File: src/rtl/xor_parity_pipe_if.sv
// Valid/ready bundle for the XOR parity pipe.
// master drives beats in and accepts results; slave is the engine.
interface xor_parity_pipe_if #(
  parameter int DATA_W = 8,
  parameter int CNT_W  = 8
);
  logic              mode;
  logic              in_valid;
  logic              in_ready;
  logic [DATA_W-1:0] in_data;
  logic              in_last;
  logic              out_valid;
  logic              out_ready;
  logic [DATA_W-1:0] out_word;
  logic              out_par;
  logic [CNT_W-1:0]  out_cnt;

  modport master (
    output mode, in_valid, in_data, in_last, out_ready,
    input  in_ready, out_valid, out_word, out_par, out_cnt
  );

  modport slave (
    input  mode, in_valid, in_data, in_last, out_ready,
    output in_ready, out_valid, out_word, out_par, out_cnt
  );
endinterface

File: src/rtl/xor_parity_pipe.sv
// Two-stage XOR-reduction engine: per-word parity or
// per-frame XOR checksum with beat count.
module xor_parity_pipe #(
  parameter int DATA_W  = 8,
  parameter int GROUP_W = 4,
  parameter int ODD_PAR = 0,
  parameter int CNT_W   = 8
) (
  input  logic clk,
  input  logic rst,
  xor_parity_pipe_if.slave bus
);

  localparam int   NL  = (DATA_W + GROUP_W - 1) / GROUP_W;
  localparam int   PW  = NL * GROUP_W;
  localparam logic ODD = (ODD_PAR != 0);

  typedef enum logic {IDLE, ACCUM} state_e;

  state_e            state_q, state_d;
  logic              s1_valid_q;
  logic [DATA_W-1:0] s1_data_q;
  logic              s1_last_q;
  logic              s1_mode_q;
  logic [NL-1:0]     s1_lane_q;
  logic [DATA_W-1:0] acc_q, acc_d;
  logic [CNT_W-1:0]  cnt_q, cnt_d;
  logic              ov_q, ov_d;
  logic [DATA_W-1:0] ow_q, ow_d;
  logic              op_q, op_d;
  logic [CNT_W-1:0]  oc_q, oc_d;

  logic              s2_adv;
  logic              s1_adv;
  logic              load;
  logic [PW-1:0]     pad;
  logic [NL-1:0]     lane_d;
  logic              frame;
  logic [DATA_W-1:0] word_x;
  logic              par_x;
  logic [CNT_W-1:0]  cnt_x;

  assign s2_adv = !ov_q || bus.out_ready;
  assign s1_adv = !s1_valid_q || s2_adv;
  assign load   = s1_valid_q && s2_adv;

  assign bus.in_ready  = s1_adv && !rst;
  assign bus.out_valid = ov_q;
  assign bus.out_word  = ow_q;
  assign bus.out_par   = op_q;
  assign bus.out_cnt   = oc_q;

  // Lane parities of the incoming word; pad bits past DATA_W read as 0.
  always_comb begin
    pad = '0;
    pad[DATA_W-1:0] = bus.in_data;
    lane_d = '0;
    for (int l = 0; l < NL; l++) begin
      lane_d[l] = ^pad[l*GROUP_W +: GROUP_W];
    end
  end

  // Stage 1: capture a beat whenever the slot is free or draining.
  always_ff @(posedge clk or posedge rst) begin
    if (rst) begin
      s1_valid_q <= 1'b0;
      s1_data_q  <= '0;
      s1_last_q  <= 1'b0;
      s1_mode_q  <= 1'b0;
      s1_lane_q  <= '0;
    end else if (s1_adv) begin
      s1_valid_q <= bus.in_valid;
      if (bus.in_valid) begin
        s1_data_q <= bus.in_data;
        s1_last_q <= bus.in_last;
        s1_mode_q <= bus.mode;
        s1_lane_q <= lane_d;
      end
    end
  end

  // Stage 2 next state: accumulate mid-frame beats, emit everything else.
  // acc and cnt are zero in IDLE, so one datapath covers both modes.
  always_comb begin
    state_d = state_q;
    acc_d   = acc_q;
    cnt_d   = cnt_q;
    ov_d    = ov_q;
    ow_d    = ow_q;
    op_d    = op_q;
    oc_d    = oc_q;
    frame   = (state_q == ACCUM) || s1_mode_q;
    word_x  = acc_q ^ s1_data_q;
    par_x   = (^s1_lane_q) ^ (^acc_q) ^ ODD;
    cnt_x   = (&cnt_q) ? cnt_q : cnt_q + 1'b1;
    if (s2_adv) begin
      ov_d = 1'b0;
    end
    if (load) begin
      if (frame && !s1_last_q) begin
        state_d = ACCUM;
        acc_d   = word_x;
        cnt_d   = cnt_x;
      end else begin
        state_d = IDLE;
        acc_d   = '0;
        cnt_d   = '0;
        ov_d    = 1'b1;
        ow_d    = word_x;
        op_d    = par_x;
        oc_d    = cnt_x;
      end
    end
  end

  // Frame-tracking state register.
  always_ff @(posedge clk or posedge rst) begin
    if (rst) begin
      state_q <= IDLE;
    end else begin
      state_q <= state_d;
    end
  end

  // Accumulator, beat counter and output registers.
  always_ff @(posedge clk or posedge rst) begin
    if (rst) begin
      acc_q <= '0;
      cnt_q <= '0;
      ov_q  <= 1'b0;
      ow_q  <= '0;
      op_q  <= 1'b0;
      oc_q  <= '0;
    end else begin
      acc_q <= acc_d;
      cnt_q <= cnt_d;
      ov_q  <= ov_d;
      ow_q  <= ow_d;
      op_q  <= op_d;
      oc_q  <= oc_d;
    end
  end

endmodule

File: src/flat_wrapper.sv
// flat-port wrapper written by rule: the top's interface ports become plain ports
module xor_parity_pipe_flat 
#(
  parameter int DATA_W  = 8,
  parameter int GROUP_W = 4,
  parameter int ODD_PAR = 0,
  parameter int CNT_W   = 8
)
  (clk, rst, bus_mode, bus_in_valid, bus_in_data, bus_in_last, bus_out_ready, bus_in_ready, bus_out_valid, bus_out_word, bus_out_par, bus_out_cnt);
  xor_parity_pipe_if #(.DATA_W(DATA_W), .CNT_W(CNT_W)) bus_i ();
  input  logic clk;
  input  logic rst;
  input wire logic [$bits(bus_i.mode)-1:0] bus_mode;
  input wire logic [$bits(bus_i.in_valid)-1:0] bus_in_valid;
  input wire logic [$bits(bus_i.in_data)-1:0] bus_in_data;
  input wire logic [$bits(bus_i.in_last)-1:0] bus_in_last;
  input wire logic [$bits(bus_i.out_ready)-1:0] bus_out_ready;
  output wire logic [$bits(bus_i.in_ready)-1:0] bus_in_ready;
  output wire logic [$bits(bus_i.out_valid)-1:0] bus_out_valid;
  output wire logic [$bits(bus_i.out_word)-1:0] bus_out_word;
  output wire logic [$bits(bus_i.out_par)-1:0] bus_out_par;
  output wire logic [$bits(bus_i.out_cnt)-1:0] bus_out_cnt;
  assign bus_i.mode = bus_mode;
  assign bus_i.in_valid = bus_in_valid;
  assign bus_i.in_data = bus_in_data;
  assign bus_i.in_last = bus_in_last;
  assign bus_i.out_ready = bus_out_ready;
  assign bus_in_ready = bus_i.in_ready;
  assign bus_out_valid = bus_i.out_valid;
  assign bus_out_word = bus_i.out_word;
  assign bus_out_par = bus_i.out_par;
  assign bus_out_cnt = bus_i.out_cnt;
  xor_parity_pipe #(.DATA_W(DATA_W), .GROUP_W(GROUP_W), .ODD_PAR(ODD_PAR), .CNT_W(CNT_W)) u_core (.clk(clk), .rst(rst), .bus(bus_i));
endmodule
File: config.mk
export PLATFORM = sky130hd
export DESIGN_NAME = xor_parity_pipe_flat
export DESIGN_NICKNAME = d
export VERILOG_FILES = /design/src/rtl/xor_parity_pipe_if.sv /design/src/rtl/xor_parity_pipe.sv /design/src/flat_wrapper.sv
export SDC_FILE = /design/constraint.sdc
export NUM_CORES = 1
export LEC_CHECK = 0
export BUFFER_PORTS_ARGS = -buffer_cell sky130_fd_sc_hd__buf_2
export CAP_MARGIN = 40
export CELL_PAD_IN_SITES_DETAIL_PLACEMENT = 1
export CELL_PAD_IN_SITES_GLOBAL_PLACEMENT = 1
export CORE_ASPECT_RATIO = 0.7
export CORE_MARGIN = 3
export CORE_UTILIZATION = 44
export DETAILED_ROUTE_END_ITERATION = 16
export PLACE_DENSITY = 0.82
export SYNTH_ARGS = -nofsm -noshare
export SYNTH_HDL_FRONTEND = slang
export SYNTH_SLANG_ARGS = --single-unit
File: constraint.sdc
create_clock -name clk -period 1.64 [get_ports clk]
set_input_delay 0.164 -clock clk [delete_from_list [all_inputs] [get_ports clk]]
set_output_delay 0.164 -clock clk [all_outputs]
set_load 0.005 [all_outputs]
; ---- Yosys cells after proc, flatten, opt, wreduce, memory -nomap -nowiden
; Cells that the tools add are included.
[word_totals]
n_memories = 0
reg_bits = 48
latchBits = 0
word_cells = 40
mem_bits_rw = 0
rom_bits = 0
[op_classes]
bitwise_logic = 3
n_reduce_logical = 17
mul = 0
add_sub_neg = 1
shifts = 0
magnitude_cmp = 0
eq_ne = 0
n_mux = 7
n_div = 0
[op_table]
columns = op, n
row1 = 2-to-1 mux 8 bit, 3
row2 = adder 8 x 1 -> 8 bit (second input constant), 1
row3 = AND reduction 8 bit, 1
row4 = XOR reduction 4 bit, 2
row5 = XOR reduction 8 bit, 1
row6 = bitwise XOR 8 bit, 1
row7 = logical NOT 1 bit, 4
row8 = 2-to-1 mux 1 bit, 4
row9 = AND reduction 2 bit, 2
row10 = logical AND 1 bit, 3
row11 = logical OR 1 bit, 3
row12 = XOR reduction 2 bit, 1
row13 = inverter 1 bit, 1
row14 = bitwise XOR 1 bit, 1

; ---- Logic depth before layout (Yosys ltp)
; Gate-level depths: netlist (run 1).
[depth]
ltp_word = 5
depth_mapped = 5
ltp_nobuf = 5

; ---- Least setup slack after synthesis (run 1)
; No wires, ideal clock.
[synth_timing]
kind = reg-to-reg
from = register u_core.acc_q[2]
to = register u_core.op_q, in the netlist u_core.bus.out_par
synth_period_minus_slack_ns = 1.444
t_required_ns = 1.515
stages_incl_launch_ff = 5
t_arrival_ns = 1.319
path_slack_ns = 0.196
cell_sequence = dfrtp_1 > xnor2_1 > xnor3_1 > xnor2_1 > mux2_2
[synth_via]
elab_chain_len = 2
[synth_rtl]
columns = item, line_no
row1 = from (decl), xor_parity_pipe.sv:26  ; logic [DATA_W-1:0] acc_q, acc_d;
row2 = from (signal assigned), xor_parity_pipe.sv:128  ; acc_q <= '0;
row3 = from (signal assigned), xor_parity_pipe.sv:135  ; acc_q <= acc_d;
row4 = XOR reduction 8 bit, xor_parity_pipe.sv:94  ; par_x = (^s1_lane_q) ^ (^acc_q) ^ ODD;
row5 = bitwise XOR 1 bit, xor_parity_pipe.sv:94
row6 = to (signal assigned), xor_parity_pipe.sv:139  ; op_q <= op_d;
row7 = to (decl), xor_parity_pipe.sv:30  ; logic op_q, op_d;
; Every way passes these cells.
; A chain may end at the register's enable or synchronous reset.

; ---- Worst setup path in the final report (run 1)
; Ends and elaborated chain as after synthesis.

==> results of run 1 <==
timing repair:
action / 4_1_cts / 5_1_grt
hold buffers: 1 / 0
endpoints found under the hold margin: 18 / 0
resized for setup: 0 / 4
endpoints found under the setup margin: 0 / 13
setup buffers: 0 / 0
stage by stage:
step	hold WS (ps)	cells	power, mW	utilization [%]	worst slack [ps]
after floorplan	256	223	2.61	-	196
after CTS	71.8	331	3.83	55.0	71.4
after global routing	79.4	331	4.08	55.3	16.0
after global placement	194	322	3.01	52.9	143
after detailed placement	202	322	3.09	52.9	86.9
final	79.2	331	3.81	55.3	92.9
layout make-up:
class | instances | area share (%)
inverters | 3 | 0.416
clock buffers | 7 | 3.19
clock inverters | 1 | 0.278
well taps | 69 | 3.19
repair buffers | 39 | 9.35
multi-input cells | 164 | 39.1
flip-flops and latches | 48 | 44.5
registers in the layout (all words and copies together), names as in the netlist:
name,cells
u_core.bus.out_par,1
u_core.s1_valid_q,1
u_core.acc_q,8
u_core.bus.out_valid,1
u_core.s1_mode_q,1
u_core.cnt_q,8
u_core.state_q,1
u_core.bus.out_cnt,8
u_core.bus.out_word,8
u_core.s1_lane_q,2
u_core.s1_last_q,1
u_core.s1_data_q,8
Yosys cell counts (5+ instances only):
library cell / count
dfrtp_1: 48
o21ai_0: 27
nand2_1: 25
xnor2_1: 24
nor2_1: 15
o21ai_1: 11
nand2b_1: 10
a21oi_1: 9
clkbuf_1: 6
mux2_1: 6
mux2_2: 5
nand3_1: 5
final timing paths:
kind	endpoint	from	depth (start not counted)
min in group asynchronous	u_core.cnt_q[5]	rst	3
max	u_core.bus.out_par	u_core.acc_q[2]	4
min	u_core.s1_mode_q	bus_mode	2
min reg2reg	u_core.bus.out_word[1]	u_core.bus.out_word[1]	2
max in group asynchronous	u_core.s1_last_q	rst	4
max reg2reg	u_core.bus.out_par	u_core.acc_q[2]	4
power groups by stage:
| stage | Sequential, mW | Combinational (mW) | Clock [mW] |
|---|---|---|---|
| finish | 1.79 | 1.29 | 0.735 |
| global route | 1.84 | 1.44 | 0.804 |
| CTS | 1.78 | 1.30 | 0.755 |
| detailed placement | 1.80 | 1.29 | 0 |
| global placement | 1.77 | 1.25 | 0 |
| floorplan | 1.74 | 0.863 | 0 |
metal layers:
| metal | GRT usage, % | share of wire, % | up-vias |
|---|---|---|---|
| met2 | 31.1 | 45 | 32 |
| met4 | 3.89 | 0.65 | 0 |
| met5 | 0 | 0 | - |
| met1 | 25.2 | 50 | 856 |
| met3 | 3.64 | 3.5 | 2 |
| li1 | - | - | 839 |
cells by family after synthesis:
family | share of synthesized area, %
compound gates | 14.7
xor+xnor | 10.5
fa+ha+maj | 0.546
buf+inv | 1.91
flops | 52.5
mux | 6.28
simple gates | 13.6
==> impl_metrics.tcl, run 1 <==
set metrics [dict create \
    vias 1729 \
    cp_top_family "XOR/XNOR gates" \
    grt_pass1_vias 1820 \
    power_frac_comb_pct 33.8 \
    synth_edf_count 0 \
    crit_fanout 4 \
    nets 276 \
    r2r_setup_slack_ps 90 \
    grt_max_degree 31 \
    maxSlewViolCount 0 \
    worst_pin_slew_ps 427 \
    yosysUniqueCellTypes 38 \
    crit_path_end_kind "register" \
    ios 33 \
    gp_congestion 0.788 \
    p_seq_share_pct 46.9 \
    ys.flop_type "dfrtp_1" \
    area_delta_synth_final_pct 18.1 \
    yosysTopAreaCell "dfrtp_1" \
    htree_num_levels 2 \
    crit_required_ps 1830 \
    dpl.hpwl_um 3910 \
    core-area_um2 4890 \
    row_count 21 \
    syn_avg_cell_area_um2 10.3 \
    cts_buffers 5 \
    slowest_stage "dfrtp_1" \
    die_h_um 66.4 \
    drc 0 \
    synth_area_um2 2290 \
    clkPwrFrac_pct 19.3 \
    relSlewSlack_pct 71.4 \
    clock-sinks 48 \
    postSynthCellCount 223 \
    cts.clk_slew.worst_paths_ps 90 \
    critPathBufInv 0 \
    clk_latency_ps 290 \
    place_area_um2 2590 \
    tns_ps 0 \
    max_cap_violations 0 \
    ir_drop_v 0.000718 \
    drive_above_1_share_pct 22.5 \
    pwr_density_cell_nw_per_um2 1410 \
    final_antenna_net_count 0 \
    p_int_mw 2.53 \
    crit_chain "xnor2_2, xnor3_1, xnor2_1, mux2_2" \
    outcome "completed" \
    cts_tree "built" \
    synth_warnings 0 \
    io_buffer_count 32 \
    clk_path_buf_depth 2 \
    synthTopCellsByArea "dfrtp_1 (52%), xnor2_1 (9.2%), o21ai_0 (5.9%)" \
    syn_nets 238 \
    globalRouteOverflowTotal 0 \
    wl_per_cell_um 15.7 \
    final_cell_mix "dfrtp_1 (47), buf_2 (32), o21ai_0 (27), nand2_1 (24), xnor2_1 (23)" \
    routed_via_density 5.22 \
    regArea_um2 1200 \
    rsz0062_at_grt "false" \
    grt_pass1_wl_um 8960 \
    die_x_um 92.2 \
    setup_viol 0 \
    netlist.area_leader.share_pct 52.5 \
    p_sw_mw 1.28 \
    path_class "reg2reg" \
    nFillCells 572 \
    firstDrtPassIters 4 \
    antenna_cells 0 \
    fmax_ghz 0.646 \
    antenna_found_initial 0 \
    cp.arrival_ps 1740 \
    synth-seq-area-share_pct 52.5 \
    hold_path_class "in2reg" \
    p_leak_nw 1.22 \
    ys_ff_latch 48 \
    design_area_um2 2700 \
    multi_input_area_um2 1060 \
    skew_ps 8.36 \
    dieArea_um2 6120 \
    finalCritPeriodShare_pct 94.3 \
    fin_crit_ps 1550 \
    initial_core_util_pct 46.9 \
    first_iter_violations 78 \
    grt.total_usage_pct 18.6 \
    cpPeakStageDelay_ps 450 \
    hold_viol 0 \
    final_common_cell "dfrtp_1" \
    root_buffer "clkbuf_8" \
    power.switching_fraction_pct 33.6 \
    cp-start-kind "register" \
    routed_wl_um 5210 \
    synthArstFlopShare_pct 100 \
]
(Power assumes the default switching activity.)
==> run 2: changes to the inputs <==
Settings changed: ABC_AREA from default to 1, CORE_MARGIN 3 to default, CORE_UTILIZATION 44 to 43.
==> impl_metrics.tcl, run 2 <==
set metrics [dict create \
    gp_congestion 0.846 \
    path_class "in2out" \
    syn_nets 290 \
    cts.clk_slew.worst_paths_ps 90 \
    ios 33 \
    crit_path_end_kind "output port" \
    routed_via_density 4.96 \
    die_h_um 64.8 \
    skew_ps 7.98 \
    synth_most_common_cell "nand2_1" \
    setup_viol 0 \
    core-area_um2 5340 \
    synth_area_um2 2420 \
    rsz0062_at_grt "false" \
    row_count 22 \
    clock-sinks 48 \
    max_cap_violations 0 \
    ys_ff_latch 48 \
    p_int_mw 2.46 \
    synth_edf_count 0 \
    grt_max_degree 22 \
    synthTopCellsByArea "dfrtp_1 (50%), nand2_1 (15%), mux2_2 (4.6%)" \
    first_iter_violations 44 \
    io_buffer_count 32 \
    drive_above_1_share_pct 24.4 \
    initial_core_util_pct 45.4 \
    relSlewSlack_pct 74.0 \
    syn_avg_cell_area_um2 8.81 \
    synth-seq-area-share_pct 49.6 \
    hold_path_class "in2reg" \
    hold_slack_ps 84.9 \
    outcome "completed" \
    crit_required_ps 1480 \
    synthArstFlopShare_pct 100 \
    wl_per_cell_um 15.4 \
    clk_path_buf_depth 2 \
    yosysTopAreaCell "dfrtp_1" \
    dpl.hpwl_um 4580 \
    cts_buffers 5 \
    p_sw_mw 1.69 \
    routed_wl_um 5900 \
    ys.flop_type "dfrtp_1" \
    final_cell_mix "nand2_1 (97), dfrtp_1 (48), buf_2 (32), inv_1 (24), o21ai_0 (16)" \
    clkPwrFrac_pct 16.7 \
    vias 1904 \
    synth_warnings 0 \
    htree_num_levels 2 \
    antenna_found_initial 0 \
    clk_latency_ps 300 \
    ir_drop_v 0.000695 \
    grt.total_usage_pct 22.2 \
    final_antenna_net_count 0 \
    hold_viol 0 \
    cts_resized 0 \
    tns_ps 0 \
    pwr_density_cell_nw_per_um2 1510 \
    area_delta_synth_final_pct 13.7 \
    nets 327 \
    yosysUniqueCellTypes 31 \
    grt_pass1_wl_um 10100 \
    power_frac_comb_pct 38.7 \
    finalCritPeriodShare_pct 91.7 \
    cp.arrival_ps 1340 \
    fmax_ghz 0.665 \
    postSynthCellCount 275 \
    maxSlewViolCount 0 \
    crit_fanout 15 \
    root_buffer "clkbuf_8" \
    dieArea_um2 5940 \
    antenna_cells 0 \
    drc 0 \
    cts_tree "built" \
    die_x_um 91.7 \
    nFillCells 671 \
    power.switching_fraction_pct 40.8 \
    netlist.area_leader.share_pct 49.6 \
    globalRouteOverflowTotal 0 \
    grt_pass1_vias 2056 \
    r2r_setup_slack_ps 140 \
    p_seq_share_pct 44.6 \
    fin_crit_ps 1500 \
    yosys-top-cells-count "nand2_1 (97), dfrtp_1 (48), inv_1 (25)" \
    cp-start-kind "primary input" \
    final_common_cell "nand2_1" \
    worst_pin_slew_ps 389 \
    p_leak_nw 1.50 \
    firstDrtPassIters 4 \
]
run 2: repair_timing:
action,4_1_cts,5_1_grt
hold buffers,1,0
setup buffers,0,0
endpoints found under the hold margin,12,0
setup endpoints to repair,0,0
run 2: metal layers:
layer | share of wire (%) | GRT usage [%]
met1 | 48 | 30.4
met2 | 46 | 35.8
met3 | 3.9 | 5.05
met4 | 1.3 | 5.86
met5 | 0 | 0
run 2: worst paths after layout:
check,startpoint,end,cells past startpoint
max in group asynchronous,rst,u_core.bus.out_cnt[0],4
setup / recovery,rst,bus_in_ready,6
setup reg to reg,u_core.cnt_q[1],u_core.bus.out_cnt[5],7
min in group asynchronous,rst,u_core.s1_valid_q,3
hold / removal,bus_in_last,u_core.s1_last_q,2
hold reg to reg,u_core.bus.out_word[2],u_core.bus.out_word[2],2
run 2: power by group through the flow:
stage                     registers [mW]  logic, mW  clock network (mW)
final                               1.85       1.61               0.694
after global routing                1.90       1.84               0.762
after CTS                           1.85       1.63               0.704
after detailed placement            1.87       1.61                   0
after global placement              1.84       1.53                   0
after floorplan                     1.78       1.17                   0
run 2: worst max-delay path, stage by stage:
cell and delay [ps]:
dlygate4sd3_1 530, buf_2 120, inv_2 250, nand2_1 100, inv_1 70, buf_2 100
run 2: layout make-up:
class	count	area [um^2]	area share [%]
sequential	48	1200	43.6
multi-input combinational	190	1060	38.7
timing repair buffer	38	208	7.54
inverter	29	109	3.95
tap	72	90.1	3.27
clock buffer	5	68.8	2.50
clock inverter	2	12.5	0.454
run 2: through the flow:
step                      setup WS, ps  total power, mW  util, %  area, um^2  cells
after global routing              29.8             4.50     51.6        2750    384
after detailed placement           183             3.48     49.9        2660    376
after CTS                         89.7             4.19     51.6        2750    384
after global placement             290             3.36     49.9        2660    376
final                              136             4.16     51.6        2750    384
after floorplan                   91.8             2.95        -        2420    275
run 2: logic make-up (layout without fill, tap and decap cells):
kind of cell / count (synthesis) / in the layout / share of synthesized area (%)
flops: 48 / 48 / 49.6
compound gates: 28 / 28 / 6.66
buf+inv: 37 / 74 / 6.46
mux: 10 / 10 / 4.65
fa+ha+maj: 1 / 1 / 0.516
xor+xnor: 20 / 20 / 7.23
simple gates: 131 / 131 / 24.9
==> run 3: changes to the inputs <==
Settings changed: BUFFER_PORTS_ARGS -buffer_cell sky130_fd_sc_hd__buf_2 to -buffer_cell sky130_fd_sc_hd__clkbuf_2.
==> impl_metrics.tcl, run 3 (synthesis results as in run 2) <==
set metrics [dict create \
    outcome "completed" \
    nFillCells 649 \
    p_sw_mw 1.72 \
    setup_viol 0 \
    p_int_mw 2.51 \
    power.switching_fraction_pct 40.6 \
    antenna_cells 0 \
    routed_via_density 5.01 \
    final_common_cell "nand2_1" \
    worst_pin_slew_ps 364 \
    path_class "reg2reg" \
    crit_path_end_kind "register" \
    finalCritPeriodShare_pct 89.3 \
    core-area_um2 5340 \
    postCtsSetupBuffers 0 \
    grt_use_met3_pct 3.64 \
    p_leak_nw 1.50 \
    cts.clk_slew.worst_paths_ps 90 \
    hp-start "bus_in_last" \
    maxSlewViolCount 0 \
    grt.total_usage_pct 21.7 \
    clock-sinks 48 \
    skew_ps 7.94 \
    cp_top_family "simple AND/OR/NAND/NOR gates" \
    crit_chain "ha_1, nand2_4, nor2_8, nand3_4, nand3_1, nand2_1, o21ai_0" \
    power_frac_comb_pct 38.6 \
    final_antenna_net_count 0 \
    pwr_density_cell_nw_per_um2 1530 \
    gp_congestion 0.824 \
    io_buffer_count 32 \
    grt_max_degree 28 \
    cpPeakStageDelay_ps 430 \
    area_delta_synth_final_pct 14.4 \
    power_mw 4.23 \
    grt_pass1_wl_um 9870 \
    cp.arrival_ps 1690 \
    die_x_um 91.7 \
    crit_fanout 7 \
    clk_latency_ps 310 \
    critPathBufInv 0 \
    first_iter_violations 76 \
    root_buffer "clkbuf_8" \
    dpl.hpwl_um 4180 \
    cts_tree "built" \
    wl_per_cell_um 14.6 \
    drc 0 \
    routed_wl_um 5610 \
    fmax_ghz 0.683 \
    r2r-start "u_core.cnt_q[1]" \
    use_met1_pct 30.3 \
    die_h_um 64.8 \
    dieArea_um2 5940 \
    drive_above_1_share_pct 24.6 \
    tns_ps 0 \
    final_cell_mix "nand2_1 (97), dfrtp_1 (48), clkbuf_2 (32), inv_1 (24), o21ai_0 (16)" \
    grt_pass1_vias 2048 \
    cts_buffers 5 \
    grt.busiest_layer "met2" \
    vias 1927 \
    htree_num_levels 2 \
    fin_crit_ps 1460 \
    row_count 22 \
    hold_viol 0 \
    slowest_stage "dfrtp_1" \
    clk_path_buf_depth 2 \
    ios 33 \
    p_seq_share_pct 43.6 \
    antenna_found_initial 0 \
    relSlewSlack_pct 75.7 \
    nets 327 \
    firstDrtPassIters 4 \
    max_cap_violations 0 \
    cts_resized 0 \
    cts_hold_buf 1 \
    use_met2_pct 34.9 \
    hold_path_class "in2reg" \
    crit_required_ps 1870 \
    ir_drop_v 0.000822 \
    initial_core_util_pct 45.4 \
    globalRouteOverflowTotal 0 \
    cp-start-kind "register" \
    rsz0062_at_grt "false" \
    clkPwrFrac_pct 17.9 \
    cp-startpoint "u_core.cnt_q[1]" \
]
[run 3: cell count changes in the layout (fill, tap and decap cells not counted), sizes merged]
cell / change
clkinv: -1
buf: -32
clkinvlp: +1
clkbuf: +33
[run 3: path summary, 6_finish.rpt]
kind / to / slack [ps] / depth (start not counted)
worst max-delay path: u_core.cnt_q[4] / 180 / 7
worst min-delay path: u_core.s1_last_q / 80 / 2
worst max register to register: u_core.cnt_q[4] / 180 / 7
worst min register to register: u_core.bus.out_word[7] / 480 / 2
max in group asynchronous: u_core.acc_q[2] / 910 / 4
min in group asynchronous: u_core.bus.out_word[1] / 440 / 4
[run 3: final cells by class]
cell class	instances	area (um^2)	area share (%)
Tap cell	72	90.1	3.25
Timing Repair Buffer	38	208	7.50
Clock buffer	6	82.6	2.98
Multi-Input combinational cell	190	1060	38.4
Inverter	29	109	3.93
Clock inverter	2	15.0	0.542
Sequential cell	48	1200	43.4
[run 3: layer usage]
metal  wire length (um)  vias to the layer above
li1                   -                      931
met1               2830                      956
met2               2540                       33
met3                171                        7
met4                 65                        0
met5                  0                        -
[run 3: power groups by stage]
stage	combinational (mW)	clock, mW	sequential [mW]
2_1_floorplan	1.17	0	1.78
3_5_place_dp	1.62	0	1.87
3_3_place_gp	1.55	0	1.84
4_1_cts	1.66	0.780	1.85
5_1_grt	1.89	0.827	1.90
6_report	1.63	0.757	1.84
[run 3: stage by stage]
step	cells	worst slack [ps]	cell area, um^2	hold slack, ps	utilization (%)
after CTS	385	180	2770	76.8	51.9
after global routing	385	86.8	2770	78.3	51.9
after global placement	376	288	2660	237	49.9
after floorplan	275	91.8	2420	314	-
final	385	175	2770	84.1	51.9
after detailed placement	376	231	2660	233	49.9
[run 3: worst reg2reg max path, cell delays in order (launching register included)]
cell and delay, ps:
dfrtp_1 430, ha_1 270, nand2_4 100, nor2_8 150
nand3_4 130, nand3_1 150, nand2_1 80, o21ai_0 80
